### src/rtl/uart_tx_fifo.sv
`default_nettype none
// ============================================================================
// Module  : uart_tx_fifo
// Brief   : UART transmitter with TX FIFO, runtime frame format, baud divider.
// Rev     : 1.0  initial release
// ============================================================================
module uart_tx_fifo #(
  parameter int DATA_W     = 9,
  parameter int FIFO_DEPTH = 8,
  parameter int DIV_W      = 16
) (
  input  logic                          clk,
  input  logic                          rst_n,
  input  logic [DIV_W-1:0]              cfg_div,
  input  logic [3:0]                    cfg_bits,
  input  logic [1:0]                    cfg_parity,
  input  logic                          cfg_stop,
  input  logic                          tx_en,
  input  logic                          wr_valid,
  input  logic [DATA_W-1:0]             wr_data,
  output logic                          wr_ready,
  output logic [$clog2(FIFO_DEPTH):0]   fifo_count,
  output logic                          busy,
  output logic                          frame_done,
  output logic                          tx_out
);

  localparam int c_AW = $clog2(FIFO_DEPTH);
  localparam int c_CW = c_AW + 1;
  localparam int c_SW = 9;

  localparam logic [c_CW-1:0]  c_DEPTH   = c_CW'(FIFO_DEPTH);
  localparam logic [c_CW-1:0]  c_CNT_ONE = c_CW'(1);
  localparam logic [c_AW-1:0]  c_PTR_ONE = c_AW'(1);
  localparam logic [DIV_W-1:0] c_DIV_ONE = DIV_W'(1);

  localparam logic [2:0] c_ST_IDLE   = 3'd0;
  localparam logic [2:0] c_ST_START  = 3'd1;
  localparam logic [2:0] c_ST_DATA   = 3'd2;
  localparam logic [2:0] c_ST_PARITY = 3'd3;
  localparam logic [2:0] c_ST_STOP   = 3'd4;

  // ---------------------------------------------------------------- FIFO
  logic [DATA_W-1:0] r_mem [FIFO_DEPTH];
  logic [c_AW-1:0]   r_wr_ptr;
  logic [c_AW-1:0]   r_rd_ptr;
  logic [c_CW-1:0]   r_count;
  logic [c_CW-1:0]   w_count_nxt;
  logic              r_wr_ready;
  logic              w_push;
  logic              w_pop;
  logic [c_SW-1:0]   w_head;

  assign w_push = wr_valid && r_wr_ready;

  always_comb begin
    w_count_nxt = r_count;
    case ({w_push, w_pop})
      2'b10:   w_count_nxt = r_count + c_CNT_ONE;
      2'b01:   w_count_nxt = r_count - c_CNT_ONE;
      default: w_count_nxt = r_count;
    endcase
  end

  always_ff @(posedge clk) begin
    if (w_push) begin
      r_mem[r_wr_ptr] <= wr_data;
    end
  end

  // wr_ready is derived from the next count so it never depends on a pop combinationally
  always_ff @(posedge clk) begin
    if (!rst_n) begin
      r_wr_ptr   <= '0;
      r_rd_ptr   <= '0;
      r_count    <= '0;
      r_wr_ready <= 1'b1;
    end else begin
      if (w_push) begin
        r_wr_ptr <= r_wr_ptr + c_PTR_ONE;
      end
      if (w_pop) begin
        r_rd_ptr <= r_rd_ptr + c_PTR_ONE;
      end
      r_count    <= w_count_nxt;
      r_wr_ready <= (w_count_nxt != c_DEPTH);
    end
  end

  generate
    if (DATA_W >= c_SW) begin : g_head_trunc
      assign w_head = r_mem[r_rd_ptr][c_SW-1:0];
    end else begin : g_head_pad
      assign w_head = {{(c_SW-DATA_W){1'b0}}, r_mem[r_rd_ptr]};
    end
  endgenerate

  // ------------------------------------------------------- config decode
  logic [DIV_W-1:0] w_div_m1;
  logic [3:0]       w_bits;
  logic             w_par_en;
  logic             w_par_odd;
  logic [c_SW-1:0]  w_mask;
  logic             w_head_par;

  assign w_div_m1 = (cfg_div > c_DIV_ONE) ? (cfg_div - c_DIV_ONE) : '0;

  always_comb begin
    w_bits = cfg_bits;
    if (cfg_bits < 4'd5) begin
      w_bits = 4'd5;
    end else if (cfg_bits > 4'd9) begin
      w_bits = 4'd9;
    end
  end

  assign w_par_en   = (cfg_parity == 2'b01) || (cfg_parity == 2'b10);
  assign w_par_odd  = (cfg_parity == 2'b10);
  assign w_mask     = 9'h1FF >> (4'd9 - w_bits);
  // Parity covers only the bits actually sent; computed once at frame load
  assign w_head_par = (^(w_head & w_mask)) ^ w_par_odd;

  // ----------------------------------------------------------- frame FSM
  logic [2:0]       r_state;
  logic [2:0]       w_state_nxt;
  logic [3:0]       r_idx;
  logic [3:0]       w_idx_nxt;
  logic             r_stop_cnt;
  logic             w_stop_cnt_nxt;
  logic [DIV_W-1:0] r_tick;
  logic [DIV_W-1:0] w_tick_nxt;
  logic [DIV_W-1:0] r_div_m1;
  logic [3:0]       r_bits;
  logic             r_par_en;
  logic             r_stop2;
  logic             r_par_bit;
  logic             w_par_bit_nxt;
  logic [c_SW-1:0]  r_shift;
  logic [c_SW-1:0]  w_shift_nxt;
  logic             r_tx_out;
  logic             w_tx_nxt;
  logic             w_load;
  logic             w_bit_end;
  logic             w_can_start;
  logic             w_last_stop;

  assign w_bit_end   = (r_tick == r_div_m1);
  assign w_can_start = tx_en && (r_count != '0);
  assign w_last_stop = (r_state == c_ST_STOP) && w_bit_end && (!r_stop2 || r_stop_cnt);
  assign w_pop       = w_load;

  always_comb begin
    w_state_nxt    = r_state;
    w_idx_nxt      = r_idx;
    w_stop_cnt_nxt = r_stop_cnt;
    w_load         = 1'b0;
    case (r_state)
      c_ST_IDLE: begin
        if (w_can_start) begin
          w_state_nxt = c_ST_START;
          w_load      = 1'b1;
        end
      end
      c_ST_START: begin
        if (w_bit_end) begin
          w_state_nxt = c_ST_DATA;
          w_idx_nxt   = 4'd0;
        end
      end
      c_ST_DATA: begin
        if (w_bit_end) begin
          if (r_idx == (r_bits - 4'd1)) begin
            w_state_nxt    = r_par_en ? c_ST_PARITY : c_ST_STOP;
            w_stop_cnt_nxt = 1'b0;
          end else begin
            w_idx_nxt = r_idx + 4'd1;
          end
        end
      end
      c_ST_PARITY: begin
        if (w_bit_end) begin
          w_state_nxt    = c_ST_STOP;
          w_stop_cnt_nxt = 1'b0;
        end
      end
      c_ST_STOP: begin
        if (w_last_stop) begin
          // Chain straight into the next start bit when more data is waiting
          if (w_can_start) begin
            w_state_nxt = c_ST_START;
            w_load      = 1'b1;
          end else begin
            w_state_nxt = c_ST_IDLE;
          end
        end else if (w_bit_end) begin
          w_stop_cnt_nxt = 1'b1;
        end
      end
      default: begin
        w_state_nxt = c_ST_IDLE;
      end
    endcase
  end

  assign w_tick_nxt    = ((r_state == c_ST_IDLE) || w_bit_end) ? '0 : (r_tick + c_DIV_ONE);
  assign w_shift_nxt   = w_load ? w_head : r_shift;
  assign w_par_bit_nxt = w_load ? w_head_par : r_par_bit;

  // Line level is registered from the next state so the pad never glitches
  always_comb begin
    w_tx_nxt = 1'b1;
    case (w_state_nxt)
      c_ST_START:  w_tx_nxt = 1'b0;
      c_ST_DATA:   w_tx_nxt = w_shift_nxt[w_idx_nxt];
      c_ST_PARITY: w_tx_nxt = w_par_bit_nxt;
      default:     w_tx_nxt = 1'b1;
    endcase
  end

  always_ff @(posedge clk) begin
    if (!rst_n) begin
      r_state    <= c_ST_IDLE;
      r_idx      <= 4'd0;
      r_stop_cnt <= 1'b0;
      r_tick     <= '0;
      r_div_m1   <= '0;
      r_bits     <= 4'd8;
      r_par_en   <= 1'b0;
      r_stop2    <= 1'b0;
      r_par_bit  <= 1'b0;
      r_shift    <= '0;
      r_tx_out   <= 1'b1;
    end else begin
      r_state    <= w_state_nxt;
      r_idx      <= w_idx_nxt;
      r_stop_cnt <= w_stop_cnt_nxt;
      r_tick     <= w_tick_nxt;
      r_shift    <= w_shift_nxt;
      r_par_bit  <= w_par_bit_nxt;
      r_tx_out   <= w_tx_nxt;
      if (w_load) begin
        r_div_m1 <= w_div_m1;
        r_bits   <= w_bits;
        r_par_en <= w_par_en;
        r_stop2  <= cfg_stop;
      end
    end
  end

  assign wr_ready   = r_wr_ready;
  assign fifo_count = r_count;
  assign busy       = (r_state != c_ST_IDLE);
  assign frame_done = w_last_stop;
  assign tx_out     = r_tx_out;

endmodule
`default_nettype wire

### config.mk
export PLATFORM = sky130hd
export DESIGN_NAME = uart_tx_fifo
export DESIGN_NICKNAME = d
export VERILOG_FILES = /design/src/rtl/uart_tx_fifo.sv
export SDC_FILE = /design/constraint.sdc
export NUM_CORES = 1
export LEC_CHECK = 0
export ABC_AREA = 1
export CELL_PAD_IN_SITES_DETAIL_PLACEMENT = 0
export CELL_PAD_IN_SITES_GLOBAL_PLACEMENT = 1
export CORE_ASPECT_RATIO = 0.6
export CORE_UTILIZATION = 46
export CTS_BUF_LIST = sky130_fd_sc_hd__clkbuf_4
export DETAILED_ROUTE_END_ITERATION = 12
export GPL_TIMING_DRIVEN = 0
export PLACE_DENSITY_LB_ADDON = 0.15
export REMOVE_ABC_BUFFERS = 1
export SETUP_SLACK_MARGIN = 0.3
export SYNTH_ARGS = -nofsm -noshare
export SYNTH_HDL_FRONTEND = slang
export SYNTH_SLANG_ARGS = --single-unit
### constraint.sdc
create_clock -name clk -period 5.3 [get_ports clk]
set_input_delay 1.06 -clock clk [delete_from_list [all_inputs] [get_ports clk]]
set_output_delay 1.06 -clock clk [all_outputs]
set_load 0.005 [all_outputs]
Word-level counts from Yosys, hierarchy flattened
Memories as Yosys holds them, arrays and structs flattened. A register that Yosys moved wholly into a read port is not among the register bits.
Cells that the tools add are included.
{ "word_totals": {"out_inout_bits": 8, "word_cells": 102, "in_bits": 36, "mem_bits_rw": 72, "n_memories": 1, "reg_bits": 68} }
{ "op_classes": {"magnitude_cmp": 4, "n_shift": 1, "n_addsub": 9, "reduce_logical": 15, "n_eq_ne": 19, "mux": 35, "bitwise": 3} }
{ "mem_list": {"columns": ["memory", "words", "word_bits", "rd", "rd_clocked_by_memory_dff", "write_ports", "line_no", "text"], "rows": [
  ["r_mem", 8, 9, 1, 1, 1, "44", "logic [DATA_W-1:0] r_mem [FIFO_DEPTH];"]
]} }
{ "ops": {"columns": ["operator", "count"], "rows": [
  ["2-to-1 mux 3 bit", 9],
  ["2-to-1 mux 4 bit", 5],
  ["adder 16 x 1 -> 16 bit, second input constant", 1],
  ["equality test 16 bit", 1],
  ["greater-than comparator 16 x 1 -> 1 bit, second input constant", 1],
  ["2-to-1 mux 16 bit", 1],
  ["case mux 4 bit (2 select lines)", 2],
  ["subtractor 16 x 1 -> 16 bit, second input constant", 1],
  ["case mux 3 bit (5 select lines)", 1],
  ["equality test 3 x 2 -> 1 bit, second input constant", 4],
  ["2-to-1 mux 1 bit", 12],
  ["!= test 2 bit, second input constant", 5],
  ["AND 9 bit", 1],
  ["2-to-1 mux 9 bit", 1],
  ["XOR reduction 9 bit", 1],
  ["right shift 9 x 4 -> 9 bit, first input constant", 1],
  ["adder 4 x 1 -> 4 bit, second input constant", 2],
  ["subtractor 4 x 1 -> 4 bit, second input constant", 2],
  ["adder 3 x 1 -> 3 bit, second input constant", 2],
  ["equality test 3 x 1 -> 1 bit, second input constant", 2],
  ["case mux 1 bit (3 select lines)", 2],
  ["AND reduction 6 bit", 1],
  ["nonzero test 3 bit", 2],
  ["less-than comparator 4 x 5 -> 1 bit, second input constant", 1],
  ["other kinds (18)", 25]
]} }

Depth between registers and ports, before layout
{ "logic_depth": {"ltp_word": 10, "mapped_depth": 23, "mapped_depth_nobuf": 21} }

Worst setup path after synthesis
OpenSTA, ideal clock, no wires.
{ "synth_timing": {"path_type": "input-to-reg", "startpoint": "input tx_en", "endpoint": "register r_wr_ready (netlist: wr_ready)", "t_required_ns": 5.168, "path_buffers": 2, "setup_time_ns": 0.132, "path_slack_ns": 2.103, "path_stages": 15, "arrival_time_ns": 3.064, "path_cell_list": "inv_1 -> a31oi_1 -> nand2_1 -> nand2_4 -> buf_6 -> buf_6 -> ha_1 -> nand2_1 -> inv_1 -> nor2_1 -> ha_1 -> a21oi_1 -> xnor2_1 -> o21ai_0 -> nand4_1"} }
{ "synth_via": {"elab_chain_cells": 7, "word_cells_on_any_way": 8, "classes_between": "3 x eq/ne; 4 x mux; 1 x reduce/logical"} }
{ "synth_rtl": {"columns": ["item", "line_no", "text"], "rows": [
  ["from (decl)", "18", "input logic tx_en,"],
  ["logical AND 1 bit *", "148", "assign w_can_start = tx_en && (r_count != '0);"],
  ["2-to-1 mux 1 bit *", "159, 189", null],
  ["2-to-1 mux 1 bit", "187", "if (w_last_stop) begin"],
  ["case mux 1 bit (2 select lines) *", "157", "case (r_state)"],
  ["equality test 2 x 1 -> 1 bit / equality test 2 bit (equally long branches)", "58", "case ({w_push, w_pop})"],
  ["case mux 4 bit (2 select lines) *", "58", null],
  ["!= test 4 bit *", "86", "r_wr_ready <= (w_count_nxt != c_DEPTH);"],
  ["to (signal assigned)", "86", null],
  ["to (decl)", "49", "logic r_wr_ready;"]
]} }
Mark *: on every way between the ends. The rest lies on a longest branch, timed or not.
A chain may end at the register's enable or synchronous reset.

Worst setup path after layout
Ends and elaborated chain as after synthesis.

==> run metrics <==
minimum clock period=a little under 4000 ps; Num CTS Buffers=17; critical path peak fanout=26; synthesized flop and latch total=approximately 140; Crit Path Class=in2reg; Avg Cell Area, Syn=~8.3 um^2; Critical Path RT=roughly 5700 ps; Synth Instances=roughly 890; CP Capture Type=register; Placed Cells=~1,100; sequential area share after synthesis=approximately 48%; core area=15,500 um^2; post-cts resize count=0; final hold vios=0; Final ANT Viol Nets=0; Netlist cell types=between 40 and 50; sw power=1.57 mW; filler cell count=~1,500; status=finished, violations left; number of synthesized flops with an enable pin=72; startpoint types=input pin; Post-synth ARST share=0%; CTS root buf=clkbuf_4; area taken by flip-flops and latches=3580 um^2; clock power share=17.8%; Max-Cap Viols=0; DRC=2; maximum clock path buffer count=2; failing checks=DRC; dpl hpwl=roughly 13,000 um; vias post-DR=approximately 5,900; first-pass GRT wire length=about 28,000 um; RSZ-0062 raised after global routing=no; skew final=25.8 ps; commonest non-fill, non-tap cell in the layout=nand2_1; Skew-Pair Late Insertion Delay=between 500 and 600 ps; fin area=around 8200 um^2; RD Place Congestion=~0.88; Worst-Margin Slew=1140 ps; # setup viols final=0; final WL=17,800 um; GRT Overall Usage=around 22%; Tcrit/Tclk final=74.8%; most frequent cells in the layout=nand2_1 (172), nor2_1 (139), inv_1 (90); overall power=around 3.6 mW; Cell Rows=35; CTS sink count=around 140; Gate power share=roughly two fifths; YS warnings=0; Lkg Pwr=3.25 nW; die area=~17,000 um^2; Setup TNS Final=0 ps; # hold bufs at CTS=0; final net count=between 900 and 1,000; Layout area overhead=10.6%; area occupied by multi-input gates=about 3300 um^2; Int Power=slightly above 2 mW; WP data arrival=between 4000 and 5000 ps; Worst-path clk slew=approximately 130 ps; sequential power share=between 40% and 50%; Final Non-Filler Cells=~1,100; vias in the first global route=~5,400; P per Cell Area=440 nW/um^2; max-slew violations=0; HP Class=reg2reg; port bufs=43; switching part of the total power=between 40 and 50%; # diodes=0; synthesized area=around 7400 um^2; Die Wd=~170 um; Vias/cell=approximately 5.2; First-pass DRT Iterations=9; num ports=44; Post-synth top flop=edfxtp_1; max_slew headroom=between 20% and 30%; pin count of the biggest net entering global routing=38; wire per inst=15.5 um; H-tree levels=4; drt initial violations=between 500 and 600; postcts setup bufs=0; die height=roughly 100 um; initial antenna violation count=0; Starting Density=approximately 48%; CTS tree=built; Fmax achieved=252 MHz; gr ovfl total=0; share of cells above drive strength 1=a little over a tenth; DP Area=7950 um^2; Peak VDD IR=0.000196 V
[registers in the layout, summed over array words and instances (netlist names), 3 cells and up, named ones only]
name,count
r_bits,4
r_tick,16
r_wr_ptr,3
r_mem,72
r_rd_ptr,3
r_shift,9
r_state,3
r_div_m1,16
fifo_count,4
r_idx,4
[critical path, stage by stage]
cell and delay [ps]:
clkdlybuf4s50_1 470, inv_1 40, a31oi_1 580, nand2_1 370, nand2_4 410, ha_1 320
xor2_1 250, nand3_1 110, nand2_1 90, a21oi_1 60, o21ai_0 140, o21ai_0 120
a21oi_1 220, nand4_1 120
[metrics by stage]
| stage | util, % | worst slack (ps) | hold WS [ps] |
|---|---|---|---|
| after floorplan | - | 2230 | 433 |
| after global placement | 51.1 | 1000 | 446 |
| after detailed placement | 51.1 | 848 | 456 |
| after CTS | 52.8 | 1410 | 478 |
| after global routing | 52.8 | 1050 | 491 |
| final | 52.8 | 1340 | 478 |
[layer usage]
metal  vias up  GRT usage (%)  routed length (um)
met4         0           5.90                 215
met5         -              0                   0
met2       159           30.3                6790
met3        25           3.47                1040
met1      2745           35.7                9780
li1       3012              -                   -
[layout make-up]
type | instances | share of cell area [%]
Sequential cell | 143 | 43.7
Inverter | 111 | 5.14
Clock inverter | 15 | 1.56
Tap cell | 203 | 3.10
Clock buffer | 17 | 1.56
Timing Repair Buffer | 43 | 5.25
Multi-Input combinational cell | 616 | 39.7
[power by group through the flow]
stage | Combinational [mW] | Sequential [mW] | Clock [mW]
2_1_floorplan | 1.10 | 1.44 | 0
3_3_place_gp | 1.47 | 1.47 | 0
3_5_place_dp | 1.50 | 1.48 | 0
4_1_cts | 1.51 | 1.46 | 0.660
5_1_grt | 1.70 | 1.48 | 0.704
6_report | 1.51 | 1.46 | 0.643
[final timing paths]
path	from	endpoint	slack [ps]	cells after the start
max	tx_en	wr_ready	1340	14
min	r_rd_ptr[2]	r_rd_ptr[2]	480	2
max reg2reg	fifo_count[2]	wr_ready	1850	13
min reg2reg	r_rd_ptr[2]	r_rd_ptr[2]	480	2
[synthesized netlist by cell type (17+ instances only)]
| library cell | number | area (um^2) |
|---|---|---|
| nand3_1 | 43 | 215 |
| o21ai_0 | 41 | 205 |
| nand2_1 | 172 | 646 |
| xor2_1 | 17 | 149 |
| nor2_1 | 139 | 522 |
| inv_2 | 18 | 67.6 |
| a21oi_1 | 45 | 225 |
| edfxtp_1 | 72 | 2160 |
| inv_1 | 90 | 338 |
| dfxtp_1 | 71 | 1420 |
| o21ai_1 | 33 | 165 |
[logic make-up (layout without fill, tap and decap cells)]
group | Yosys count | after routing | synth area share [%]
adders and majority gates | 14 | 14 | 2.36
AOI/OAI and AO/OA | 150 | 150 | 11.3
and+or+nand+nor | 420 | 420 | 26.4
buffers and inverters | 135 | 186 | 7.81
DFF | 143 | 143 | 48.3
muxes | 1 | 1 | 0.135
xor gates and xnor gates | 31 | 31 | 3.66
Power figures use the tool's default switching activity.
